File: config.mk
export PLATFORM = sky130hd
export DESIGN_NAME = fetch_queue_unit_flat
export DESIGN_NICKNAME = d
export VERILOG_FILES = /design/src/rtl/fetch_queue_unit_if.sv /design/src/rtl/fetch_queue_unit.sv /design/src/flat_wrapper.sv
export SDC_FILE = /design/constraint.sdc
export NUM_CORES = 1
export LEC_CHECK = 0
export CAP_MARGIN = 20
export CORE_AREA = 3 3 225 227
export CTS_CLUSTER_SIZE = 8
export DETAILED_ROUTE_END_ITERATION = 16
export DIE_AREA = 0 0 228 230
export HOLD_SLACK_MARGIN = 0.03
export PLACE_DENSITY = 0.59
export SKIP_CTS_REPAIR_TIMING = 1
export SLEW_MARGIN = 5
export SYNTH_ARGS = -nofsm -noshare
export SYNTH_HDL_FRONTEND = slang
export SYNTH_SLANG_ARGS = --single-unit
File: constraint.sdc
create_clock -name clk -period 2.1 [get_ports clk]
set_input_delay 0.315 -clock clk [delete_from_list [all_inputs] [get_ports clk]]
set_output_delay 0.315 -clock clk [all_outputs]
set_load 0.1 [all_outputs]
File: src/rtl/fetch_queue_unit_if.sv
// Fetch front-end bus: decode handshake, redirect/stop control and instruction-memory port.
// master = the fetch unit, slave = the surrounding core/memory.
interface fetch_queue_unit_if #(
    parameter int PC_W   = 32,
    parameter int ADDR_W = 7,
    parameter int INST_W = 32
);
    logic              stop;
    logic              redirect;
    logic [PC_W-1:0]   redirect_pc;
    logic              inst_valid;
    logic              inst_ready;
    logic [INST_W-1:0] inst;
    logic [PC_W-1:0]   inst_pc;
    logic              IMclka;
    logic              IMena;
    logic [ADDR_W-1:0] IMaddra;
    logic [INST_W-1:0] IMdouta;

    modport master (
        input  stop, redirect, redirect_pc, inst_ready, IMdouta,
        output inst_valid, inst, inst_pc, IMclka, IMena, IMaddra
    );

    modport slave (
        output stop, redirect, redirect_pc, inst_ready, IMdouta,
        input  inst_valid, inst, inst_pc, IMclka, IMena, IMaddra
    );
endinterface

File: src/rtl/fetch_queue_unit.sv
// Instruction-fetch front end: issues reads to a 1-cycle synchronous memory and
// buffers returned words with their PC in a FWFT queue feeding decode.
module fetch_queue_unit #(
    parameter int              PC_W     = 32,
    parameter int              ADDR_W   = 7,
    parameter int              INST_W   = 32,
    parameter int              DEPTH    = 4,
    parameter logic [PC_W-1:0] RESET_PC = '0
) (
    input  logic                 clk,
    input  logic                 rst_n,
    fetch_queue_unit_if.master   bus
);
    localparam int PTR_W = $clog2(DEPTH);
    localparam int CNT_W = PTR_W + 1;

    logic [PC_W-1:0]   r_fetch_pc;
    logic [PC_W-1:0]   r_issue_pc;
    logic              r_inflight;
    logic [CNT_W-1:0]  r_count;
    logic [PTR_W-1:0]  r_wr_ptr;
    logic [PTR_W-1:0]  r_rd_ptr;
    logic [INST_W-1:0] r_inst_q [DEPTH];
    logic [PC_W-1:0]   r_pc_q   [DEPTH];

    logic              w_issue;
    logic              w_push;
    logic              w_pop;
    logic [CNT_W:0]    w_occupancy;

    // The outstanding read reserves a slot, so a returning word always fits.
    assign w_occupancy = {1'b0, r_count} + {{CNT_W{1'b0}}, r_inflight};
    assign w_issue     = rst_n & ~bus.stop & ~bus.redirect
                         & (w_occupancy < (CNT_W+1)'(DEPTH));
    assign w_push      = r_inflight & ~bus.redirect;
    assign w_pop       = (r_count != '0) & bus.inst_ready;

    assign bus.IMclka     = clk;
    assign bus.IMena      = w_issue;
    assign bus.IMaddra    = r_fetch_pc[ADDR_W-1:0];
    assign bus.inst_valid = (r_count != '0);
    assign bus.inst       = r_inst_q[r_rd_ptr];
    assign bus.inst_pc    = r_pc_q[r_rd_ptr];

    always_ff @(posedge clk or negedge rst_n) begin
        if (!rst_n) begin
            r_fetch_pc <= RESET_PC;
            r_issue_pc <= '0;
            r_inflight <= 1'b0;
            r_count    <= '0;
            r_wr_ptr   <= '0;
            r_rd_ptr   <= '0;
        end else if (bus.redirect) begin
            r_fetch_pc <= bus.redirect_pc;
            r_inflight <= 1'b0;
            r_count    <= '0;
            r_wr_ptr   <= '0;
            r_rd_ptr   <= '0;
        end else begin
            r_inflight <= w_issue;
            if (w_issue) begin
                r_issue_pc <= r_fetch_pc;
                r_fetch_pc <= r_fetch_pc + PC_W'(1);
            end
            if (w_push) r_wr_ptr <= r_wr_ptr + PTR_W'(1);
            if (w_pop)  r_rd_ptr <= r_rd_ptr + PTR_W'(1);
            case ({w_push, w_pop})
                2'b10:   r_count <= r_count + CNT_W'(1);
                2'b01:   r_count <= r_count - CNT_W'(1);
                default: r_count <= r_count;
            endcase
        end
    end

    // Storage is cleared on reset so the head reads back as zero.
    always_ff @(posedge clk or negedge rst_n) begin
        if (!rst_n) begin
            for (int i = 0; i < DEPTH; i++) begin
                r_inst_q[i] <= '0;
                r_pc_q[i]   <= '0;
            end
        end else if (w_push) begin
            r_inst_q[r_wr_ptr] <= bus.IMdouta;
            r_pc_q[r_wr_ptr]   <= r_issue_pc;
        end
    end
endmodule
File: src/flat_wrapper.sv
// flat-port wrapper written by rule: the top's interface ports become plain ports
module fetch_queue_unit_flat 
#(
    parameter int              PC_W     = 32,
    parameter int              ADDR_W   = 7,
    parameter int              INST_W   = 32,
    parameter int              DEPTH    = 4,
    parameter logic [PC_W-1:0] RESET_PC = '0
)
  (clk, rst_n, bus_stop, bus_redirect, bus_redirect_pc, bus_inst_ready, bus_IMdouta, bus_inst_valid, bus_inst, bus_inst_pc, bus_IMclka, bus_IMena, bus_IMaddra);
  fetch_queue_unit_if #(.PC_W(PC_W), .ADDR_W(ADDR_W), .INST_W(INST_W)) bus_i ();
  input  logic clk;
  input  logic rst_n;
  input wire logic [$bits(bus_i.stop)-1:0] bus_stop;
  input wire logic [$bits(bus_i.redirect)-1:0] bus_redirect;
  input wire logic [$bits(bus_i.redirect_pc)-1:0] bus_redirect_pc;
  input wire logic [$bits(bus_i.inst_ready)-1:0] bus_inst_ready;
  input wire logic [$bits(bus_i.IMdouta)-1:0] bus_IMdouta;
  output wire logic [$bits(bus_i.inst_valid)-1:0] bus_inst_valid;
  output wire logic [$bits(bus_i.inst)-1:0] bus_inst;
  output wire logic [$bits(bus_i.inst_pc)-1:0] bus_inst_pc;
  output wire logic [$bits(bus_i.IMclka)-1:0] bus_IMclka;
  output wire logic [$bits(bus_i.IMena)-1:0] bus_IMena;
  output wire logic [$bits(bus_i.IMaddra)-1:0] bus_IMaddra;
  assign bus_i.stop = bus_stop;
  assign bus_i.redirect = bus_redirect;
  assign bus_i.redirect_pc = bus_redirect_pc;
  assign bus_i.inst_ready = bus_inst_ready;
  assign bus_i.IMdouta = bus_IMdouta;
  assign bus_inst_valid = bus_i.inst_valid;
  assign bus_inst = bus_i.inst;
  assign bus_inst_pc = bus_i.inst_pc;
  assign bus_IMclka = bus_i.IMclka;
  assign bus_IMena = bus_i.IMena;
  assign bus_IMaddra = bus_i.IMaddra;
  fetch_queue_unit #(.PC_W(PC_W), .ADDR_W(ADDR_W), .INST_W(INST_W), .DEPTH(DEPTH), .RESET_PC(RESET_PC)) u_core (.clk(clk), .rst_n(rst_n), .bus(bus_i));
endmodule
---- Yosys cells after proc, flatten, opt, wreduce, memory -nomap -nowiden ----
Cells that the tools add are included.
operators by class
  add/sub/neg operators ................... 6
  magnitude comparators ................... 4
  equality and inequality tests ........... 2
  mux-type cells .......................... 19
  bitwise logic cells ..................... 9
  reduce and logical (&&, ||, !) cells .... 7
operators with widths
  operator                 number
  $bwmux W128              2
  $mux W32                 7
  $bmux W32 S2             2
  $demux W32 S2            1
  $add A32 B1 Y32 const B  1
  $mux W2                  4
  $ge A3 B3 Y1 const B     2
  $not A2 Y3               2
  $pmux W3 S2              1
  $reduce_bool A2 Y1       3
  $reduce_bool A3 Y1       2
  $and A1 B1 Y1            5
  $add A2 B1 Y2 const B    2
  $add A3 B1 Y4            1
  $lt A4 B3 Y1 const B     1
  $add A3 B1 Y3 const B    1
  $lt A3 B1 Y1 const B     1
  $mux W3                  1
  $sub A3 B1 Y3 const B    1
  $eq A2 B1 Y1 const B     1
  $eq A2 B2 Y1 const B     1
  $not A1 Y1               2
  $reduce_and A2 Y1        1
  $logic_and A1 B1 Y1      1
  $mux W1                  1
storage, ports and cells
  bits in registers ....................... 328
  input port bits ......................... 69
  output and inout port bits .............. 74
  word-level logic and storage cells ...... 61

---- Logic depth before layout (Yosys ltp) ----
Gate-level depths: netlist of run 1.
  depth after elaboration ................. 6
  mapped depth ............................ 8
  gate-level depth less buffers ........... 6

==> results of run 1 <==
-- logic make-up (layout without fill, tap and decap cells) --
logic type / Yosys count / count (layout)
mux: 322 / 322
buf+inv: 83 / 293
xor+xnor: 5 / 5
simple gates: 224 / 224
fa+ha+maj: 6 / 6
compound gates: 69 / 69
flops: 328 / 328
-- flip-flops by register name, indices dropped and copies added, names as in the netlist --
register           flops
u_core.r_count         3
u_core.r_fetch_pc     32
u_core.r_inflight      1
u_core.r_inst_q      128
u_core.r_issue_pc     32
u_core.r_pc_q        128
u_core.r_rd_ptr        2
u_core.r_wr_ptr        2
-- path summary, 6_finish.rpt --
kind                       cells past startpoint                            from  slack [ps]                                 to
max                                            3  u_core.r_rd_ptr[0]$_DFFE_PN0P_        -450                        bus_inst[8]
min                                            5                    bus_redirect         140  u_core.r_fetch_pc[30]$_DFFE_PN0P_
max reg2reg                                    5   u_core.r_count[2]$_DFFE_PN0P_         -80  u_core.r_fetch_pc[31]$_DFFE_PN0P_
min reg2reg                                    1   u_core.r_pc_q[40]$_DFFE_PN0P_         490      u_core.r_pc_q[40]$_DFFE_PN0P_
max in group asynchronous                      5                           rst_n         950   u_core.r_inst_q[119]$_DFFE_PN0P_
min in group asynchronous                      5                           rst_n         510      u_core.r_count[0]$_DFFE_PN0P_
-- power breakdown --
| group | switching [mW] | leakage (nW) | internal (mW) |
|---|---|---|---|
| Combinational | 8.88 | 4.00 | 5.63 |
| Sequential | 0.868 | 4.34 | 7.58 |
| Clock | 2.83 | 0.645 | 4.15 |
-- critical path: stages, from the launching register on --
cell and delay, ps:
dfrtp_4 460, buf_12 250, mux4_2 600, buf_12 200
-- metal layers --
metal	vias up	track usage [%]	share of wire [%]
li1	4247	-	-
met3	57	2.89	4.9
met4	0	5.31	2.2
met5	-	0	0
met1	4887	19.8	47
met2	235	22.4	46
-- per-stage QoR --
stage / std cells / worst slack, ps / util (%) / setup TNS (ps)
2_1_floorplan: 1037 / 24.3 / - / 0
3_3_place_gp: 1852 / -348 / 37.3 / -3030
3_5_place_dp: 1852 / -374 / 37.3 / -3980
4_1_cts: 1906 / -506 / 39.9 / -31020
5_1_grt: 1911 / -537 / 40.1 / -32170
6_report: 1911 / -453 / 40.1 / -26270
-- cells in the mapped netlist, types with 3 or more instances --
cell and count:
dfrtp_1 328, mux2_2 256, nand2_1 120, mux4_2 64, clkbuf_1 50, nand3_1 22
o21ai_0 13, buf_1 12, nor3_1 12, a221o_1 10, nor2_1 10, or4_1 10
inv_1 9, o211ai_1 9, o311ai_0 9, a22oi_1 8, buf_4 8, nand4_1 8
nor4_1 8, and3_1 6, or3_1 6, a21o_1 5, ha_1 5, a21oi_1 4
and2_1 4, and4_1 4, buf_2 4, nor2b_1 4, o41ai_1 3, xor2_1 3
-- final cells by class --
| cell class | instances | share of cell area, % |
|---|---|---|
| Clock buffer | 52 | 6.36 |
| Clock inverter | 3 | 0.300 |
| Inverter | 9 | 0.172 |
| Multi-Input combinational cell | 626 | 31.6 |
| Sequential cell | 328 | 41.9 |
| Tap cell | 664 | 4.24 |
| Timing Repair Buffer | 229 | 15.4 |
==> out/qor.txt, run 1 <==
Worst slew margin: 35.7%
Synth Area in Compound Gates: 3.54%
Post-Synth Simple-Gate Area: 7.42%
crit path capture type: output port
mux contribution to synthesized area: 29.7%
CP startpoint kind: flip-flop
crit path DAT: 2240 ps
leakage: 8.99 nW
# diodes: 0
RSZ-0062 raised after global routing: true
die width: 228 µm
DRT Pass-1 Iters: 4
most frequent cells in the layout: 326 x dfrtp_1, 256 x mux2_2, 115 x nand2_1
GPL Wtd Cong: 0.847
layout overhead on the synthesized area: 33.9%
Detail Route Antenna Nets: 0
Vias: 9426
Filler cells: 4600
routed wire length: 36.7 mm
fmax: 392 MHz
post-synth top area cell: dfrtp_1
post-synthesis instance area: 0.0146 mm²
post-synthesis adder-cell area fraction: 0.564%
largest net degree at the start of global routing: 149
Final Slew Violations: 0
Die H: 230 µm
global-route congestion overflow total: 0
first-pass GRT wire length: 59.1 mm
maxcap violations: 0
Mapped Nets: 1112
Worst-Margin Slew: 963 ps
flops & latches, synth: 328
Synth area leaders: dfrtp_1 56%, mux2_2 20%, mux4_2 9.9%
failing checks: negative setup slack
Synth Flop Type: dfrtp_1
DRC viols: 0
VDD IR max: 992 µV
largest family of logic cells by synthesized area: multiplexers
Reg clk slew, reported paths: 60 ps
share of post-route cells with drive strength above 1: 44.7%
post-synth top area share: 56.1%
Seq/Total Area, Yosys: 56.1%
crit-path max FO: 26
status: finished with violations
area post-placement: 0.0182 mm²
fin crit period: 2550 ps
final instance area: 0.0196 mm²
Layout Skew: 32.9 ps
CTS tree: done
Multi-input gate area: 0.00618 mm²
vias in the first global route: 10200
routed len/inst: 19.2 µm
core footprint: 0.0488 mm²
most common cell after layout, fill and taps aside: dfrtp_1
Synth Area in XOR/XNOR: 0.299%
Port Buffers: 142
WP data required: 1780 ps
Register Area: 0.00822 mm²
worst setup margin: -453 ps
DPL Wire Length: 24.2 mm
Worst-Skew Late Latency: 700 ps
Post-Syn Instances: 1037
Mean Syn Cell Area: 14.1 µm²
number of synthesized flops with an enable pin: 0
# setup viols final: 67
FP Rows: 81
vias per inst: 4.93
die area: 0.0524 mm²
DRT iter0 DRCs: 560
total track usage: 14.3%
initial antenna violation count: 0
Ys Warns: 0
final hold vios: 0
kind of critical path: reg2out
pwr dens: 1530 mW/mm²
HP Class: in2reg
Netlist cell types: 48
Tot Pwr: 29.9 mW
final period utilization: 122%
starting density of the core: 29.9%
Post-layout nets: 1319
I/O pin count: 143
ys async rst share: 100%
WHS: 138 ps
(Power assumes the default switching activity.)
==> run 2: changes to the inputs <==
--- a/config.mk
+++ b/config.mk
@@ -6,12 +6,12 @@
 export NUM_CORES = 1
 export LEC_CHECK = 0
 export CAP_MARGIN = 20
-export CORE_AREA = 3 3 225 227
+export CORE_AREA = 2 2 224 226
 export CTS_CLUSTER_SIZE = 8
 export DETAILED_ROUTE_END_ITERATION = 16
-export DIE_AREA = 0 0 228 230
+export DIE_AREA = 0 0 226 228
 export HOLD_SLACK_MARGIN = 0.03
-export PLACE_DENSITY = 0.59
+export PLACE_DENSITY = 0.57
 export SKIP_CTS_REPAIR_TIMING = 1
 export SLEW_MARGIN = 5
 export SYNTH_ARGS = -nofsm -noshare
==> constraint.sdc (replaced) <==
create_clock -name clk -period 2.35 [get_ports clk]
set_input_delay 0.3525 -clock clk [delete_from_list [all_inputs] [get_ports clk]]
set_output_delay 0.3525 -clock clk [all_outputs]
set_load 0.1 [all_outputs]
==> run 2 against run 1 <==
Effect of this change:
- the run still ends with negative setup slack left
- routed wire length rose by 5.1%
- largest cell class unchanged
- sequential share of layout area rose by 0.12 points
- final cell count fell by 0.10%
- critical endpoint is now bus_inst_pc[11]
- die area fell by 1.7%
- utilization fell by 0.52 points
==> out/qor.txt, run 2 (same netlist as run 1, synthesis figures left out) <==
Vias: 9400
vias per inst: 4.92
I/O pin count: 143
Layout Skew: 18.7 ps
FP Rows: 82
WHS: 184 ps
# setup viols final: 65
final period utilization: 111%
Reg power frac: 27.9%
Comb pwr share: 48.4%
status: finished with violations
DRT iter0 DRCs: 469
layout overhead on the synthesized area: 33.5%
Met3 Wirelength: 1.70 mm
routed len/inst: 20.2 µm
dpl ws: -241 ps
die area: 0.0515 mm²
global-route congestion overflow total: 0
core footprint: 0.0493 mm²
Die H: 228 µm
Worst-Skew Late Latency: 690 ps
Detail Route Antenna Nets: 0
Net Switching: 11.4 mW
crit-path max FO: 11
share of post-route cells with drive strength above 1: 43.5%
Internal Power: 15.8 mW
CTS tree: done
crit path capture type: output port
Regs by FF count: u_core.r_inst_q (128), u_core.r_pc_q (128)
VDD IR max: 707 µV
Port Buffers: 142
largest net degree at the start of global routing: 125
worst setup margin: -263 ps
vias in the first global route: 9998
DRT Pass-1 Iters: 5
routed wire length: 38.6 mm
Worst-Margin Slew: 960 ps
most frequent cells in the layout: 326 x dfrtp_1, 256 x mux2_2, 115 x nand2_1
fmax: 383 MHz
RSZ-0062 raised after global routing: true
CP startpoint kind: flip-flop
total track usage: 15.1%
switching share of power: 41.8%
Final Slew Violations: 0
Reg clk slew, reported paths: 50 ps
kind of critical path: reg2out
failing checks: negative setup slack
DR top layer: met4
WP data required: 2000 ps
maxcap violations: 0
die width: 226 µm
DR WL met2: 18.1 mm
first-pass GRT wire length: 59.7 mm
clock share of power: 23.8%
Post-layout nets: 1305
fin crit period: 2610 ps
HP Class: in2reg
DPL Wire Length: 24.2 mm
DRC viols: 0
GPL Wtd Cong: 0.772
wl on met1: 18.0 mm
most common cell after layout, fill and taps aside: dfrtp_1
starting density of the core: 29.6%
leakage: 8.94 nW
crit path DAT: 2260 ps
pwr dens: 1390 mW/mm²
final hold vios: 0
initial antenna violation count: 0
Worst slew margin: 35.9%
run 2: cell count changes in the layout (fill, tap and decap cells not counted), sizes merged:
cell / before / now
clkbuf: 51 / 59
diode: 0 / 1
buf: 162 / 143
clkinvlp: 0 / 1
inv: 11 / 10
run 2: routing by layer:
layer  up-vias  global-route usage, %
met3        52                   2.92
met5         -                      0
li1       4236                      -
met2       228                   23.7
met4         0                   5.26
met1      4884                   20.8
run 2: layout make-up:
type,count,area (µm²)
clock inverter,3,32.5
clock buffer,56,1310
multi-input combinational,626,6130
tap,672,841
fill,4618,29800
inverter,9,33.8
timing repair buffer,214,2960
sequential,328,8220
antenna,1,2.50
run 2: final timing paths:
path / start / to / slack (ps) / cells after the start
hold reg to reg: u_core.r_pc_q[50]$_DFFE_PN0P_ / u_core.r_pc_q[50]$_DFFE_PN0P_ / 500 / 1
min in group asynchronous: rst_n / u_core.r_rd_ptr[1]$_DFFE_PN0P_ / 650 / 3
setup / recovery: u_core.r_rd_ptr[0]$_DFFE_PN0P_ / bus_inst_pc[11] / -260 / 4
hold / removal: bus_redirect / u_core.r_count[0]$_DFFE_PN0P_ / 180 / 3
max in group asynchronous: rst_n / u_core.r_pc_q[104]$_DFFE_PN0P_ / 530 / 4
setup reg to reg: u_core.r_fetch_pc[11]$_DFFE_PN0P_ / u_core.r_fetch_pc[23]$_DFFE_PN0P_ / 120 / 5
run 2: through the flow:
stage          instance area, µm²  std cells  power [mW]  setup TNS, ps  utilization [%]
2_1_floorplan               14600       1037        15.8              0                -
3_5_place_dp                17900       1839        20.7          -1070             36.4
6_report                    19500       1909        27.2         -11940             39.6
5_1_grt                     19500       1908        28.3         -16460             39.6
4_1_cts                     19300       1897        27.1         -15220             39.1
3_3_place_gp                17900       1839        20.5           -929             36.4
run 2: power by group through the flow:
stage | Combinational (mW) | Sequential, mW | Clock, mW
6_report | 13.1 | 7.57 | 6.46
5_1_grt | 13.7 | 7.73 | 6.92
4_1_cts | 12.9 | 7.57 | 6.67
3_5_place_dp | 12.8 | 7.65 | 0.167
3_3_place_gp | 12.8 | 7.58 | 0.167
2_1_floorplan | 8.33 | 7.35 | 0.161
run 2: critical path: stages (launching register included):
cell and delay, ps:
dfrtp_4 450, buf_12 150, buf_16 170, mux4_2 600
buf_12 200
==> run 3: changes to the inputs <==
--- a/config.mk
+++ b/config.mk
@@ -10,6 +10,7 @@
 export CTS_CLUSTER_SIZE = 8
 export DETAILED_ROUTE_END_ITERATION = 16
 export DIE_AREA = 0 0 226 228
+export GPL_TIMING_DRIVEN = 0
 export HOLD_SLACK_MARGIN = 0.03
 export PLACE_DENSITY = 0.57
 export SKIP_CTS_REPAIR_TIMING = 1
==> run 3 against run 2 <==
Effect of this change:
- the run still ends with negative setup slack left
- global-route usage shrank 0.059 points
- clock power shrank 0.8%
- sequential cell count is the same
- largest cell class unchanged
==> out/qor.txt, run 3 (same netlist as run 1, synthesis figures left out) <==
final period utilization: 111%
Die H: 228 µm
Post-layout nets: 1339
worst path cell trace: buf_6, buf_8, clkbuf_16, mux4_2, buf_12
failing checks: negative setup slack
Regs by FF count: u_core.r_inst_q (128), u_core.r_pc_q (128)
fmax: 383 MHz
met3 usage: 3.09%
I/O pin count: 143
placed cell count: 1854
fin crit period: 2610 ps
Reg clk slew, reported paths: 50 ps
largest stage delay on the critical path: 550 ps
DRT iter0 DRCs: 608
largest net degree at the start of global routing: 117
Reg power frac: 29.4%
GPL Wtd Cong: 0.839
Net Switching: 11.1 mW
Worst R2R Setup Slack: 100 ps
Layout Skew: 19.6 ps
Port Buffers: 142
Vias: 9550
Worst-Skew Late Latency: 680 ps
dpl ws: -2630 ps
switching share of power: 42.9%
first-pass GRT wire length: 59.2 mm
CTS tree: done
initial antenna violation count: 0
crit path capture type: output port
grt peak-use layer: met2
worst setup margin: -262 ps
die width: 226 µm
global-route congestion overflow total: 0
GR Layer Usage met2: 24.0%
layout overhead on the synthesized area: 30.9%
Final Slew Violations: 0
Worst-Margin Slew: 664 ps
CP startpoint kind: flip-flop
FP Rows: 82
area post-placement: 0.0170 mm²
DPL Wire Length: 25.3 mm
routed len/inst: 20.1 µm
status: finished with violations
vias in the first global route: 10000
Internal Power: 14.7 mW
crit-path max FO: 4
total track usage: 15.0%
# diodes: 0
crit path DAT: 2260 ps
leakage: 8.78 nW
final hold vios: 0
Worst slew margin: 55.8%
DRC viols: 0
# setup viols final: 65
kind of critical path: reg2out
DRT Pass-1 Iters: 4
final instance area: 0.0192 mm²
die area: 0.0515 mm²
Slowest-stage cell, CP: mux4_2
RSZ-0062 raised after global routing: true
Comb pwr share: 45.7%
routed wire length: 39.1 mm
VDD IR max: 658 µV
core footprint: 0.0493 mm²
vias per inst: 4.92
met1 usage: 20.1%
pwr dens: 1350 mW/mm²
HP Class: in2reg
filler-free cell count of the finished design: 1940
most frequent cells in the layout: 321 x dfrtp_1, 256 x mux2_2, 115 x nand2_1
most common cell after layout, fill and taps aside: dfrtp_1
maxcap violations: 0
Detail Route Antenna Nets: 0
starting density of the core: 29.6%
share of post-route cells with drive strength above 1: 44.6%
WP data required: 2000 ps
clock share of power: 24.8%
## run 3: path summary, 6_finish.rpt
| path | startpoint | endpoint | depth (start not counted) |
|---|---|---|---|
| max | u_core.r_rd_ptr[0]$_DFFE_PN0P_ | bus_inst_pc[8] | 5 |
| min | bus_redirect_pc[17] | u_core.r_fetch_pc[17]$_DFFE_PN0P_ | 3 |
| max reg2reg | u_core.r_fetch_pc[7]$_DFFE_PN0P_ | u_core.r_fetch_pc[25]$_DFFE_PN0P_ | 5 |
| min reg2reg | u_core.r_inst_q[56]$_DFFE_PN0P_ | u_core.r_inst_q[56]$_DFFE_PN0P_ | 1 |
| max in group asynchronous | rst_n | u_core.r_fetch_pc[5]$_DFFE_PN0P_ | 4 |
| min in group asynchronous | rst_n | u_core.r_inst_q[19]$_DFFE_PN0P_ | 3 |
## run 3: area by class of cell
class	instances	area (µm²)
tap	672	841
fill	4767	30200
timing repair buffer	177	2090
clock inverter	1	7.51
multi-input combinational	626	6160
sequential	328	8220
clock buffer	56	1320
buffer	71	490
inverter	9	33.8
## run 3: power groups by stage
stage | sequential, mW | combinational [mW] | clock, mW
6_report | 7.60 | 11.8 | 6.41
5_1_grt | 7.78 | 12.3 | 6.86
4_1_cts | 7.57 | 10.8 | 6.62
3_5_place_dp | 7.65 | 10.7 | 0.191
3_3_place_gp | 7.62 | 10.6 | 0.191
2_1_floorplan | 7.35 | 8.33 | 0.161
## run 3: per-layer routing
layer / vias to the layer above / share of wire [%]
met3: 64 / 5.2
met2: 261 / 47
li1: 4285 / -
met5: - / 0
met1: 4940 / 45
met4: 0 / 2.5
## run 3: per-stage QoR
stage | utilization, % | hold slack (ps) | TNS [ps] | total power, mW
6_report | 38.8 | 284 | -12620 | 25.8
5_1_grt | 38.8 | 301 | -16790 | 26.9
4_1_cts | 37.1 | -240 | -219670 | 25.0
3_5_place_dp | 34.4 | 476 | -268520 | 18.6
3_3_place_gp | 34.2 | 481 | -5375190 | 18.4
2_1_floorplan | - | 56.9 | 0 | 15.8
## run 3: critical path: cells and delay by family (launching register included)
kind	cells	cell delay (ps)
buffers and inverters	4	600
multiplexers	1	550
flip-flops	1	420
